$ cat src/rtl/multicycle_control.sv
// Multi-cycle RV32I-subset control FSM: sequences fetch/decode/execute/memory/writeback,
// with a memory-ready handshake, a timeout watchdog and a sticky trap state.
module multicycle_control #(
  parameter int MEM_TIMEOUT = 255
) (
  input  logic       clk,
  input  logic       reset,
  input  logic [6:0] Opcode,
  input  logic [2:0] Funct3,
  input  logic       Zero,
  input  logic       MemReady,
  output logic       PCWrite,
  output logic       IRWrite,
  output logic       RegWrite,
  output logic       MemRead,
  output logic       MemWrite,
  output logic       AddrSrc,
  output logic       MemToReg,
  output logic       PCSrc,
  output logic       ALUSrcA,
  output logic [1:0] ALUSrcB,
  output logic [1:0] ALUOp,
  output logic [1:0] ImmSel,
  output logic [3:0] State,
  output logic       IllegalOp,
  output logic       MemTimeout
);

  typedef enum logic [3:0] {
    FETCH    = 4'd0,
    DECODE   = 4'd1,
    MEMADR   = 4'd2,
    MEMREAD  = 4'd3,
    MEMWB    = 4'd4,
    MEMWRITE = 4'd5,
    EXECR    = 4'd6,
    EXECI    = 4'd7,
    ALUWB    = 4'd8,
    BRANCH   = 4'd9,
    TRAP     = 4'd10
  } state_t;

  localparam logic [8:0] TMO = 9'(MEM_TIMEOUT);

  state_t     state, state_nxt;
  logic [7:0] cnt;
  logic       mem_state, expired, illegal_set, timeout_set;
  logic       is_load, is_store, is_rtype, is_itype, is_branch;

  always_comb begin
    is_load   = (Opcode == 7'b0000011) && (Funct3 == 3'b010);
    is_store  = (Opcode == 7'b0100011) && (Funct3 == 3'b010);
    is_rtype  = (Opcode == 7'b0110011);
    is_itype  = (Opcode == 7'b0010011);
    is_branch = (Opcode == 7'b1100011) && ((Funct3 == 3'b000) || (Funct3 == 3'b001));
    mem_state = (state == FETCH) || (state == MEMREAD) || (state == MEMWRITE);
    // Timeout fires on the waiting cycle that would bring the count up to the limit;
    // a MemReady in that same cycle still completes the access.
    expired   = (TMO != 9'd0) && mem_state && !MemReady && (({1'b0, cnt} + 9'd1) == TMO);
  end

  always_comb begin
    state_nxt   = state;
    illegal_set = 1'b0;
    timeout_set = 1'b0;
    case (state)
      FETCH: begin
        if (MemReady) state_nxt = DECODE;
        else if (expired) begin
          state_nxt   = TRAP;
          timeout_set = 1'b1;
        end
      end
      DECODE: begin
        if (is_load || is_store) state_nxt = MEMADR;
        else if (is_rtype)       state_nxt = EXECR;
        else if (is_itype)       state_nxt = EXECI;
        else if (is_branch)      state_nxt = BRANCH;
        else begin
          state_nxt   = TRAP;
          illegal_set = 1'b1;
        end
      end
      MEMADR:  state_nxt = (Opcode == 7'b0100011) ? MEMWRITE : MEMREAD;
      MEMREAD, MEMWRITE: begin
        if (MemReady) state_nxt = (state == MEMREAD) ? MEMWB : FETCH;
        else if (expired) begin
          state_nxt   = TRAP;
          timeout_set = 1'b1;
        end
      end
      MEMWB:        state_nxt = FETCH;
      EXECR, EXECI: state_nxt = ALUWB;
      ALUWB:        state_nxt = FETCH;
      BRANCH:       state_nxt = FETCH;
      TRAP:         state_nxt = TRAP;
      default:      state_nxt = FETCH;
    endcase
  end

  always_ff @(posedge clk) begin
    if (reset) begin
      state      <= FETCH;
      cnt        <= 8'd0;
      IllegalOp  <= 1'b0;
      MemTimeout <= 1'b0;
    end else begin
      state <= state_nxt;
      if (state_nxt != state)
        cnt <= 8'd0;
      else if (mem_state && !MemReady)
        cnt <= cnt + 8'd1;
      IllegalOp  <= IllegalOp | illegal_set;
      MemTimeout <= MemTimeout | timeout_set;
    end
  end

  always_comb begin
    PCWrite  = 1'b0;
    IRWrite  = 1'b0;
    RegWrite = 1'b0;
    MemRead  = 1'b0;
    MemWrite = 1'b0;
    AddrSrc  = 1'b0;
    MemToReg = 1'b0;
    PCSrc    = 1'b0;
    ALUSrcA  = 1'b0;
    ALUSrcB  = 2'b00;
    ALUOp    = 2'b00;
    ImmSel   = 2'b00;
    State    = state;
    // Reset suppresses every output decode so an aborted instruction issues nothing.
    if (!reset) begin
      case (state)
        FETCH: begin
          MemRead = 1'b1;
          ALUSrcB = 2'b01;
          IRWrite = MemReady;
          PCWrite = MemReady;
        end
        DECODE: begin
          ALUSrcB = 2'b10;
          ImmSel  = 2'b10;
        end
        MEMADR: begin
          ALUSrcA = 1'b1;
          ALUSrcB = 2'b10;
          ImmSel  = (Opcode == 7'b0100011) ? 2'b01 : 2'b00;
        end
        MEMREAD: begin
          MemRead = 1'b1;
          AddrSrc = 1'b1;
        end
        MEMWB: begin
          RegWrite = 1'b1;
          MemToReg = 1'b1;
        end
        MEMWRITE: begin
          MemWrite = 1'b1;
          AddrSrc  = 1'b1;
        end
        EXECR: begin
          ALUSrcA = 1'b1;
          ALUOp   = 2'b10;
        end
        EXECI: begin
          ALUSrcA = 1'b1;
          ALUSrcB = 2'b10;
          ALUOp   = 2'b10;
        end
        ALUWB:  RegWrite = 1'b1;
        BRANCH: begin
          ALUSrcA = 1'b1;
          ALUOp   = 2'b01;
          PCSrc   = 1'b1;
          PCWrite = (Funct3 == 3'b000) ? Zero : !Zero;
        end
        default: ;
      endcase
    end
  end

endmodule

$ cat config.mk
export PLATFORM = sky130hd
export DESIGN_NAME = multicycle_control
export DESIGN_NICKNAME = d
export VERILOG_FILES = /design/src/rtl/multicycle_control.sv
export SDC_FILE = /design/constraint.sdc
export NUM_CORES = 1
export LEC_CHECK = 0
export CORE_MARGIN = 2
export CORE_UTILIZATION = 45
export CTS_CLUSTER_SIZE = 30
export DETAILED_ROUTE_END_ITERATION = 7
export GPL_ROUTABILITY_DRIVEN = 1
export PLACE_DENSITY = 0.87
export SLEW_MARGIN = 20
export SYNTH_ARGS = -nofsm -noshare
export SYNTH_HDL_FRONTEND = slang
export SYNTH_SLANG_ARGS = --single-unit
$ cat constraint.sdc
create_clock -name clk -period 2.05 [get_ports clk]
set_input_delay 0.41 -clock clk [delete_from_list [all_inputs] [get_ports clk]]
set_output_delay 0.41 -clock clk [all_outputs]
set_load 0.005 [all_outputs]
==> results.json <==
{
  "status": "finished, violations left",
  "violations": "negative setup slack",
  "period_share": 1.035,
  "hp-class": "flip-flop to flip-flop",
  "num_io_pins": 35,
  "place_area_um2": 1878,
  "clock_sinks": 14,
  "clock_latency_ns": 0.29,
  "overflow": 0,
  "final_area_um2": 2172,
  "final.setup_skew_ns": 0.007878,
  "vias": 1557,
  "timing.hold.ws_ns": 0.4604,
  "leakage_nw": 0.8457,
  "rows": 19,
  "place_inst": 240,
  "vdd_drop_max_mv": 0.7083,
  "synth_area_per_cell_um2": 8.620,
  "powerDensity_nw_per_um2": 547.2,
  "post_synth_num_cell_types": 49,
  "grt_pass1_wl_um": 6900,
  "ys_seq_area_frac": 0.2242,
  "r2r-end": "cnt[6]",
  "core_area_um2": 2686,
  "layout_common_cells": "buf_4, clkdlybuf4s50_1, dlygate4sd2_1, nor2_1",
  "critPathLaunch": "State[1]",
  "cts_buffer_depth": 2,
  "path_delay_family": "buffers and inverters",
  "path_clk_slew_ns": 0.09,
  "place_congestion": 0.8864,
  "reg2reg_slack_ns": 0,
  "dp_worst_setup_slack_ns": -0.4045,
  "ant_nets": 0,
  "rr_startpoint": "State[0]",
  "synth_warnings": 0,
  "start_util": 0.4653,
  "drive_gt1_frac": 0.4585,
  "fin_cells": 260,
  "fin_crit_ns": 2.123,
  "post-route-util": 0.8086,
  "cpMaxStageDelayCell": "dfxtp_2",
  "antenna_found_initial": 0,
  "worstSetupPathType": "flip-flop to output pin",
  "cts_buffers": 3,
  "dr.pass1.iters": 4,
  "viasPerCell": 5.988,
  "die_height_um": 56.71,
  "root_buffer": "clkbuf_4",
  "finalHoldViolCount": 0,
  "drt-initial-drc-count": 129,
  "wl_per_cell_um": 18.58,
  "cap_violations": 0,
  "dieArea_um2": 3215,
  "die_w_um": 56.71,
  "synth_cells": 145,
  "h-tree-depth": 1,
  "rsz0062_at_grt": "yes",
  "crit_cells": 5,
  "drc": 0,
  "tritoncts": "yes",
  "report.final.slew_viol_count": 0,
  "finalSetupViolCount": 2,
  "reg2regPathDepth": 10,
  "antenna_cells": 0,
  "routed_wl_um": 4830,
  "area_growth_pct": 73.77,
  "ys_seq_elements": 14,
  "portBuffers": 34,
  "power_mw": 1.189,
  "synth_area_um2": 1250,
  "endpoint_kind": "output pin",
  "layout_commonest_cell": "buf_4",
  "cp_data_required_time_ns": 1.64,
  "grt_pass1_vias": 1439,
  "syn_nets": 161,
  "max_freq_mhz": 471.1,
  "nets": 246,
  "crit_fanout": 11,
  "critPathMaxStageDelay_ns": 0.36,
  "cp-start-kind": "flip-flop",
  "path_cells": "buf_6, buf_4, and2b_2, nor3b_2, dlygate4sd2_1",
  "crit_end": "MemRead",
  "grt_util_all_layers": 0.2681,
  "hpwl_um": 2996,
  "path_buf_inv": 3,
  "grt_max_degree": 16,
  "arrival_ns": 1.71,
  "slew_headroom": 0.7187,
  "setup_tns_ns": -0.09975,
  "worst_slew_pin_slew_ns": 0.4200,
  "setup_slack_ns": -0.07267
}
-- cell usage after synthesis, drive strengths merged --
| master | n | area share |
|---|---|---|
| nor3 | 20 | 0.092 |
| dfxtp | 14 | 0.22 |
| nor2 | 14 | 0.042 |
| a21oi | 10 | 0.040 |
| xnor2 | 9 | 0.063 |
| nand2b | 6 | 0.036 |
| buf | 5 | 0.027 |
| inv | 5 | 0.015 |
| nand4 | 5 | 0.025 |
| nor3b | 4 | 0.024 |
| nor4b | 4 | 0.057 |
| a211oi | 3 | 0.026 |
| a22oi | 3 | 0.022 |
| and2 | 3 | 0.015 |
| nand2 | 3 | 0.0090 |
| nand3b | 3 | 0.018 |
| nor4 | 3 | 0.015 |
| clkbuf | 2 | 0.0060 |
| ha | 2 | 0.020 |
| nand3 | 2 | 0.0080 |
| nand4b | 2 | 0.014 |
| nand4bb | 2 | 0.026 |
| nor2b | 2 | 0.010 |
| o211ai | 2 | 0.023 |
| o21ai | 2 | 0.011 |
| or2 | 2 | 0.012 |
| or3 | 2 | 0.010 |
| a2111oi | 1 | 0.022 |
| a21bo | 1 | 0.0080 |
| a21o | 1 | 0.0060 |
| a22o | 1 | 0.0070 |
| a311oi | 1 | 0.012 |
| and2b | 1 | 0.0070 |
| and4bb | 1 | 0.010 |
| o22ai | 1 | 0.010 |
| o32ai | 1 | 0.0070 |
| o41ai | 1 | 0.013 |
| xor2 | 1 | 0.0070 |
-- cells by family (layout without fill, tap and decap cells) --
logic type               Yosys count  count (layout)  synth area share
flip-flops                        14              14            0.2242
buffers and inverters             12              96           0.04805
AO/OA/AOI/OAI                     28              28            0.2072
AND/OR/NAND/NOR                   79              79            0.4304
adder cells (fa/ha/maj)            2               2           0.02002
XOR/XNOR                          10              10           0.07007
-- final cells by class --
type,instances,area [um^2]
tap,31,38.79
sequential,14,287.8
multi-input combinational,119,1039
inverter,5,18.77
timing repair buffer,87,752.0
fill,140,514.2
clock buffer,4,36.28
-- worst min path at each step --
stage | from | to | cells past startpoint
2_1_floorplan | MemTimeout | MemTimeout | 2
3_3_place_gp | MemTimeout | MemTimeout | 2
3_5_place_dp | MemTimeout | MemTimeout | 2
4_1_cts | MemTimeout | MemTimeout | 2
5_1_grt | MemTimeout | MemTimeout | 2
6_report | MemTimeout | MemTimeout | 2
-- registers in the layout (all words and copies together) (netlist names) --
name	count
cnt	8
State	4
IllegalOp	1
MemTimeout	1
-- tightest hold or removal path, stage by stage, from the launching register on --
cell and delay, ns:
dfxtp_1 0.32, inv_1 0.05, a21oi_1 0.05
-- timing repair --
| action | in CTS | in global routing |
|---|---|---|
| endpoints found under the setup margin | 18 | 14 |
| gates resized for setup | 34 | 27 |
| cloned | 0 | 0 |
| pin swaps | 8 | 16 |
| hold buffers | 0 | 0 |
| setup buffers | 9 | 8 |
-- routing by layer --
metal | track usage | up-vias | routed length [um]
li1 | - | 714 | -
met1 | 0.3585 | 738 | 1944
met2 | 0.4419 | 88 | 2265
met3 | 0.05300 | 17 | 447
met4 | 0.06122 | 0 | 173
met5 | 0 | - | 0
-- where the power goes --
group	total, mW	switching (mW)	internal [mW]
Combinational	0.674	0.323	0.350
Sequential	0.311	0.0222	0.289
Clock	0.204	0.0959	0.108
Note: power is estimated with default switching activity, not from simulation.
